[src/rtl/mdu_sequencer_pkg.sv]
`default_nettype none
// +----------------------------------------------------------------------+
// | Package : libAlu                                                      |
// | Purpose : Shared ALU/MDU definitions: the MDU sequencer state type,   |
// |           divider iteration count, the ALU operation codes the MDU    |
// |           reacts to, and a small absolute-value helper.               |
// | Ports   : none (package)                                              |
// | Config  : mduAbs is only referenced when MDU_SIGNED_EN is defined.    |
// | Revision: 1.0  initial release                                        |
// +----------------------------------------------------------------------+
package libAlu;

  typedef enum logic [1:0] {
    IDLE = 2'd0,
    MULT = 2'd1,
    DIV  = 2'd2
  } mduState_t;

  localparam int MDU_DIV_CYCLES = 32;

  localparam logic [3:0] ALU_MULT = 4'h8;
  localparam logic [3:0] ALU_DIV  = 4'h9;

  // Magnitude of a two's-complement word; 0x8000_0000 maps to itself,
  // which is the correct unsigned magnitude.
  function automatic logic [31:0] mduAbs(input logic [31:0] value);
    return value[31] ? (~value + 32'd1) : value;
  endfunction

endpackage

`default_nettype wire

[src/rtl/mdu_sequencer_div_iter.sv]
`default_nettype none
// +----------------------------------------------------------------------+
// | Module  : div_iter                                                    |
// | Purpose : Restoring shift/subtract divider datapath, one quotient     |
// |           bit per step.                                               |
// | Ports   : clock, reset (async active-low)                             |
// |           load      - capture dividend/divisor, clear partial rem     |
// |           step      - commit one iteration                            |
// |           dividend  - 32-bit dividend (unsigned magnitude)            |
// |           divisor   - 32-bit divisor  (unsigned magnitude)            |
// |           quotient  - quotient as it stands AFTER the current step    |
// |           remainder - remainder as it stands AFTER the current step   |
// | Revision: 1.0  initial release                                        |
// +----------------------------------------------------------------------+
module div_iter (
  input  logic        clock,
  input  logic        reset,
  input  logic        load,
  input  logic        step,
  input  logic [31:0] dividend,
  input  logic [31:0] divisor,
  output logic [31:0] quotient,
  output logic [31:0] remainder
);

  // r_quo starts as the dividend; each step shifts its MSB into the partial
  // remainder and shifts a quotient bit in at the bottom.
  logic [31:0] r_rem;
  logic [31:0] r_quo;
  logic [31:0] r_div;

  logic [32:0] w_trial;
  logic        w_fit;
  logic [31:0] w_diff;
  logic [31:0] w_nextRem;
  logic [31:0] w_nextQuo;

  assign w_trial   = {r_rem, r_quo[31]};
  assign w_fit     = w_trial >= {1'b0, r_div};
  // When the trial fits, the true difference is below 2^32, so the
  // wrapped 32-bit subtraction is exact.
  assign w_diff    = w_trial[31:0] - r_div;
  assign w_nextRem = w_fit ? w_diff : w_trial[31:0];
  assign w_nextQuo = {r_quo[30:0], w_fit};

  // Exposing the post-step values lets the sequencer capture the final
  // result on the same edge that commits the last iteration.
  assign quotient  = w_nextQuo;
  assign remainder = w_nextRem;

  always_ff @(posedge clock or negedge reset) begin
    if (!reset) begin
      r_rem <= '0;
      r_quo <= '0;
      r_div <= '0;
    end else if (load) begin
      r_rem <= '0;
      r_quo <= dividend;
      r_div <= divisor;
    end else if (step) begin
      r_rem <= w_nextRem;
      r_quo <= w_nextQuo;
    end
  end

endmodule

`default_nettype wire

[src/rtl/mdu_sequencer.sv]
`default_nettype none
// +----------------------------------------------------------------------+
// | Module  : mdu_sequencer                                               |
// | Purpose : Multiply/divide unit sequencer. Multiply completes after    |
// |           MULT_CYCLES (1..8) cycles, divide after 32 iterations.      |
// |           Results land in architectural HI/LO registers.             |
// | Ports   : clock, reset (async active-low)                             |
// |           start/control/numberA/numberB - operation request           |
// |           flush      - abort in-flight op, no done, HI/LO kept        |
// |           busy       - operation in flight                            |
// |           done       - one-cycle completion pulse                     |
// |           divByZero  - with done when the divisor was zero            |
// |           outputHiLo - [0] = HI, [1] = LO                             |
// |           signedOp   - two's-complement mode (MDU_SIGNED_EN only)     |
// | Config  : MDU_SIGNED_EN adds signedOp and signed arithmetic.          |
// | Revision: 1.0  initial release                                        |
// +----------------------------------------------------------------------+
module mdu_sequencer #(
  parameter int MULT_CYCLES = 4
) (
  input  logic             clock,
  input  logic             reset,
`ifdef MDU_SIGNED_EN
  input  logic             signedOp,
`endif
  input  logic             start,
  input  logic             flush,
  input  logic [3:0]       control,
  input  logic [31:0]      numberA,
  input  logic [31:0]      numberB,
  output logic             busy,
  output logic             done,
  output logic             divByZero,
  output logic [1:0][31:0] outputHiLo
);

  import libAlu::*;

  localparam logic [4:0] C_MULT_LAST = 5'(MULT_CYCLES - 1);
  localparam logic [4:0] C_DIV_LAST  = 5'(MDU_DIV_CYCLES - 1);

  mduState_t   r_state;
  logic [4:0]  r_count;
  logic [31:0] r_opA;
  logic [31:0] r_opB;
  logic        r_divZero;

  logic        w_isMult;
  logic        w_isDiv;
  logic        w_accept;
  logic        w_multLast;
  logic        w_divLast;
  logic        w_write;
  logic [31:0] w_loadA;
  logic [31:0] w_loadB;
  logic [63:0] w_extA;
  logic [63:0] w_extB;
  logic [63:0] w_product;
  logic        w_negQuo;
  logic        w_negRem;
  logic [31:0] w_iterQuo;
  logic [31:0] w_iterRem;
  logic [31:0] w_resHi;
  logic [31:0] w_resLo;

  assign w_isMult   = (control == ALU_MULT);
  assign w_isDiv    = (control == ALU_DIV);
  // flush overrides start; unknown codes are ignored entirely.
  assign w_accept   = (r_state == IDLE) && start && !flush && (w_isMult || w_isDiv);
  assign w_multLast = (r_state == MULT) && (r_count == C_MULT_LAST);
  assign w_divLast  = (r_state == DIV)  && (r_count == C_DIV_LAST);
  assign w_write    = (w_multLast || w_divLast) && !flush;

  assign busy = (r_state != IDLE);

`ifdef MDU_SIGNED_EN
  logic r_signed;

  always_ff @(posedge clock or negedge reset) begin
    if (!reset) begin
      r_signed <= 1'b0;
    end else if (w_accept) begin
      r_signed <= signedOp;
    end
  end

  // Divider works on magnitudes; signs are restored on the write edge.
  assign w_loadA  = signedOp ? mduAbs(numberA) : numberA;
  assign w_loadB  = signedOp ? mduAbs(numberB) : numberB;
  // Low 64 bits of the sign-extended product equal the signed product.
  assign w_extA   = r_signed ? {{32{r_opA[31]}}, r_opA} : {32'd0, r_opA};
  assign w_extB   = r_signed ? {{32{r_opB[31]}}, r_opB} : {32'd0, r_opB};
  assign w_negQuo = r_signed && (r_opA[31] ^ r_opB[31]);
  assign w_negRem = r_signed && r_opA[31];
`else
  assign w_loadA  = numberA;
  assign w_loadB  = numberB;
  assign w_extA   = {32'd0, r_opA};
  assign w_extB   = {32'd0, r_opB};
  assign w_negQuo = 1'b0;
  assign w_negRem = 1'b0;
`endif

  assign w_product = w_extA * w_extB;

  div_iter u_div_iter (
    .clock     (clock),
    .reset     (reset),
    .load      (w_accept && w_isDiv),
    .step      (r_state == DIV),
    .dividend  (w_loadA),
    .divisor   (w_loadB),
    .quotient  (w_iterQuo),
    .remainder (w_iterRem)
  );

  always_comb begin
    w_resHi = w_product[63:32];
    w_resLo = w_product[31:0];
    if (!w_multLast) begin
      if (r_divZero) begin
        w_resHi = r_opA;
        w_resLo = 32'hFFFF_FFFF;
      end else begin
        w_resHi = w_negRem ? (~w_iterRem + 32'd1) : w_iterRem;
        w_resLo = w_negQuo ? (~w_iterQuo + 32'd1) : w_iterQuo;
      end
    end
  end

  always_ff @(posedge clock or negedge reset) begin
    if (!reset) begin
      r_state    <= IDLE;
      r_count    <= '0;
      r_opA      <= '0;
      r_opB      <= '0;
      r_divZero  <= 1'b0;
      done       <= 1'b0;
      divByZero  <= 1'b0;
      outputHiLo <= '0;
    end else begin
      done      <= 1'b0;
      divByZero <= 1'b0;
      if (flush) begin
        r_state <= IDLE;
      end else begin
        case (r_state)
          IDLE: begin
            if (w_accept) begin
              r_state   <= w_isMult ? MULT : DIV;
              r_count   <= '0;
              r_opA     <= numberA;
              r_opB     <= numberB;
              r_divZero <= (numberB == 32'd0);
            end
          end
          MULT, DIV: begin
            if (w_write) begin
              r_state       <= IDLE;
              outputHiLo[0] <= w_resHi;
              outputHiLo[1] <= w_resLo;
              done          <= 1'b1;
              divByZero     <= w_divLast && r_divZero;
            end else begin
              r_count <= r_count + 5'd1;
            end
          end
          default: r_state <= IDLE;
        endcase
      end
    end
  end

endmodule

`default_nettype wire

[config.mk]
export PLATFORM = sky130hd
export DESIGN_NAME = mdu_sequencer
export DESIGN_NICKNAME = d
export VERILOG_FILES = /design/src/rtl/mdu_sequencer_pkg.sv /design/src/rtl/mdu_sequencer_div_iter.sv /design/src/rtl/mdu_sequencer.sv
export SDC_FILE = /design/constraint.sdc
export NUM_CORES = 2
export LEC_CHECK = 0
export CORE_ASPECT_RATIO = 1.5
export CORE_MARGIN = 1
export CORE_UTILIZATION = 63
export CTS_CLUSTER_SIZE = 8
export DETAILED_ROUTE_END_ITERATION = 7
export PLACE_DENSITY = 0.85
export RECOVER_POWER = 50
export SETUP_SLACK_MARGIN = 0.2
export SKIP_CTS_REPAIR_TIMING = 1
export SKIP_LAST_GASP = 1
export SYNTH_ARGS = -nofsm -noshare
export SYNTH_HDL_FRONTEND = slang
export SYNTH_HIERARCHICAL = 1
export SYNTH_SLANG_ARGS = --single-unit
[constraint.sdc]
create_clock -name clock -period 19.2 [get_ports clock]
set_clock_uncertainty 0.05 [all_clocks]
set_input_delay 4.8 -clock clock [delete_from_list [all_inputs] [get_ports clock]]
set_output_delay 4.8 -clock clock [all_outputs]
set_load 0.05 [all_outputs]
==> summary.txt <==
Worst setup path
  • Crit Path Max Fanout: 107
  • Setup crit end kind: async pin
  • Element type at the critical path start: primary input
  • Crit path kind: in -> async
  • Critical Path, Cell by Cell: clkbuf_1, clkbuf_1, buf_4
  • Bufs and invs on worst path: 3
  • CP max-delay cell: clkbuf_1
  • Worst path arrival time: 12.89 ns
  • Max stage delay on crit path: 4.09 ns
  • Delay-heaviest family, CP: buffers and inverters
  • Required time of the critical path: 19.72 ns
  • Most used cell, CP: clkbuf_1

Routing
  • Routed WL: 133000 um
  • Vias: 36463
  • Drt pass-1 iters: 5
  • DRC errors left: 0
  • Post-route ant nets: 0
  • Vias/cell: 6.04
  • DR iter-0 viols: 2785
  • Drt wl/cell: 22.0 um

Floorplanning
  • Initial Utilization: 63.7%
  • Core Box Area: 72500 um^2
  • DIE HEIGHT: 334 um
  • Die ar.: 74500 um^2
  • Core Rows: 121
  • Boundary Pins: 139
  • Die Span X: 223 um

Yosys
  • Synthesis-stage register bit count: 234
  • Fraction of registers with async set/reset: 100%
  • Post-synth cell types: 88
  • Syn_nets: 6461
  • Cell taking the most area after synthesis: fa_1
  • Post-synth EDFFs: 0
  • Synth Instances: 5192
  • Synthesized area: 46200 um^2
  • Top_reg_cell synth: dfrtp_1
  • Seq/Total Area, Yosys: 12.7%
  • Post-synth top area share: 38.9%
  • Syn. warnings: 6
  • Post-synthesis average cell area: 8.90 um^2
  • Top post-synthesis cells by area: fa_1, dfrtp_1, ha_1

Outcome
  • Status: finished with violations
  • Failing checks: max-capacitance violations, max-slew violations

STA
  • Final hold vios: 0
  • Measured slew at the worst slew-check pin: 6.13 ns
  • Minimum clock period: 12.38 ns
  • Tcrit/Tclk final: 64.5%
  • RSZ-0062 raised after global routing: false
  • Setup TNS: 0 ns
  • FMAX: 0.0808 GHz
  • Max Slew Vio Count: 351
  • Final setup fails: 0
  • Slew headroom: -309%

Final layout
  • Net count, final: 6376
  • Fill cell count: 5444
  • Diodes inserted: 0
  • Fraction of layout cells with a size suffix above 1: 3.31%
  • Layout overhead on the synthesized area: 5.62%

Global routing
  • Largest net degree at the start of global routing: 108
  • Tot GR Track Use: 37.2%
  • Global-route wire length before repair: 213000 um
  • Total gr overflow: 0
  • Vias in the first global route: 39981
  • Initial antenna violation count: 2

CTS
  • Bufs on Longest Clock Path: 3
  • H-tree lvl count: 2
  • CTS tree: done
  • Clk_lat worst skew: 0.54 ns
  • Worst-path clk slew: 0.05 ns
  • Root Driver: clkbuf_16
  • Num CTS Buffers: 35
  • CTS Sinks: 234

Place
  • IO Port Bufs: 138
  • Final GP Congestion: 0.993
  • HPWL Detailed: 105000 um

Run
  • Max-Cap Viols: 4

Worst hold path
  • Min-delay worst type: reg -> reg
[stage by stage]
stage,instance area (um^2),hold slack [ns],std cells,setup WS (ns),utilization [%]
floorplan,46200,0.415,5192,11.93,-
global placement,47900,0.409,5992,10.90,66.1
detailed placement,47900,0.414,5992,10.83,66.1
CTS,48900,0.426,6032,10.80,67.4
global route,48800,0.440,6032,5.35,67.3
finish,48800,0.420,6032,6.82,67.3
[cell usage after synthesis (all sizes together) (7+ instances only)]
cell type and number:
fa 897, nor3 37, mux2 14, xnor2 48
nor4 11, o31ai 22, a21o 51, nand2b 13
and2 583, ha 300, nand2 876, buf 57
xor2 37, nor2 114, o221ai 7, nand3 28
a21oi 147, clkbuf 277, a31oi 22, and3 16
o21a 19, nand4 26, inv 934, a211oi 13
mux2i 68, o21bai 15, or2 12, o211a 13
nor2b 15, dfrtp 234, or3 18, o21ai 198
[per-layer routing]
metal | vias to the layer above | part of all wire [%] | global-route usage [%]
met1 | 18414 | 33 | 41.8
met4 | 0 | 7.5 | 24.7
li1 | 15534 | - | -
met5 | - | 0 | 0
met3 | 592 | 7.9 | 5.54
met2 | 1923 | 51 | 65.6
[logic make-up (layout without fill, tap and decap cells)]
group / count (synthesis) / in the layout / share of synthesized area, %
flops: 234 / 234 / 12.7
buf+inv: 1268 / 1186 / 10.7
mux: 82 / 82 / 1.87
fa+ha+maj: 1197 / 1197 / 47.0
simple gates: 1768 / 1768 / 18.6
xor+xnor: 85 / 85 / 1.61
compound gates: 558 / 558 / 7.66
[area by class of cell]
type	count	area [um^2]	share of cell area, %
Clock buffer	36	880	1.80
Clock inverter	4	57.6	0.118
Inverter	934	3510	7.18
Multi-Input combinational cell	3690	35400	72.6
Sequential cell	234	5860	12.0
Tap cell	922	1150	2.36
Timing Repair Buffer	212	1920	3.93
[worst reg2reg max path, stage by stage (launching register included)]
cell,delay (ns)
dfrtp_1,1.09
and2_1,0.28
fa_1,0.44
fa_1,0.50
fa_1,0.52
inv_1,0.06
fa_1,0.51
inv_1,0.08
fa_1,0.49
fa_1,0.50
fa_1,0.50
inv_1,0.06
fa_1,0.50
inv_1,0.05
ha_1,0.46
nand2_1,0.13
or3_1,0.38
o22ai_1,0.25
nand2_1,0.09
o21ai_1,0.36
a211oi_2,0.22
o31ai_1,0.29
a21oi_1,0.13
xnor2_1,0.14
a221o_1,0.31
[final timing paths]
check | from | endpoint | slack (ns) | cells after the start
worst max-delay path | reset | outputHiLo[7] | 6.82 | 3
worst min-delay path | outputHiLo[39] | outputHiLo[39] | 0.42 | 2
worst max register to register | r_opB[7] | outputHiLo[28] | 10.69 | 24
worst min register to register | outputHiLo[39] | outputHiLo[39] | 0.42 | 2
max in group clock | flush | outputHiLo[31] | 9.23 | 11
min in group asynchronous | reset | r_count[0] | 6.37 | 1
[placed cells by master, fill, tap and decap left out, types with 68 or more instances in the layout]
master,instances
dfrtp_1,233
buf_4,71
ha_1,299
fa_1,897
o21ai_0,169
mux2i_1,68
a21oi_1,144
and2_1,581
inv_1,933
nor2_1,114
nand2_1,874
clkdlybuf4s50_1,105
[registers in the layout, indices dropped and copies added (netlist names), 2 cells and up]
register	count
r_state	2
u_div_iter/r_quo	32
u_div_iter/r_div	32
r_opA	32
outputHiLo	64
r_count	5
u_div_iter/r_rem	32
r_opB	32
Power is not shown: default switching activity piles up to over one toggle a cycle in this logic, so the estimate is an artifact.
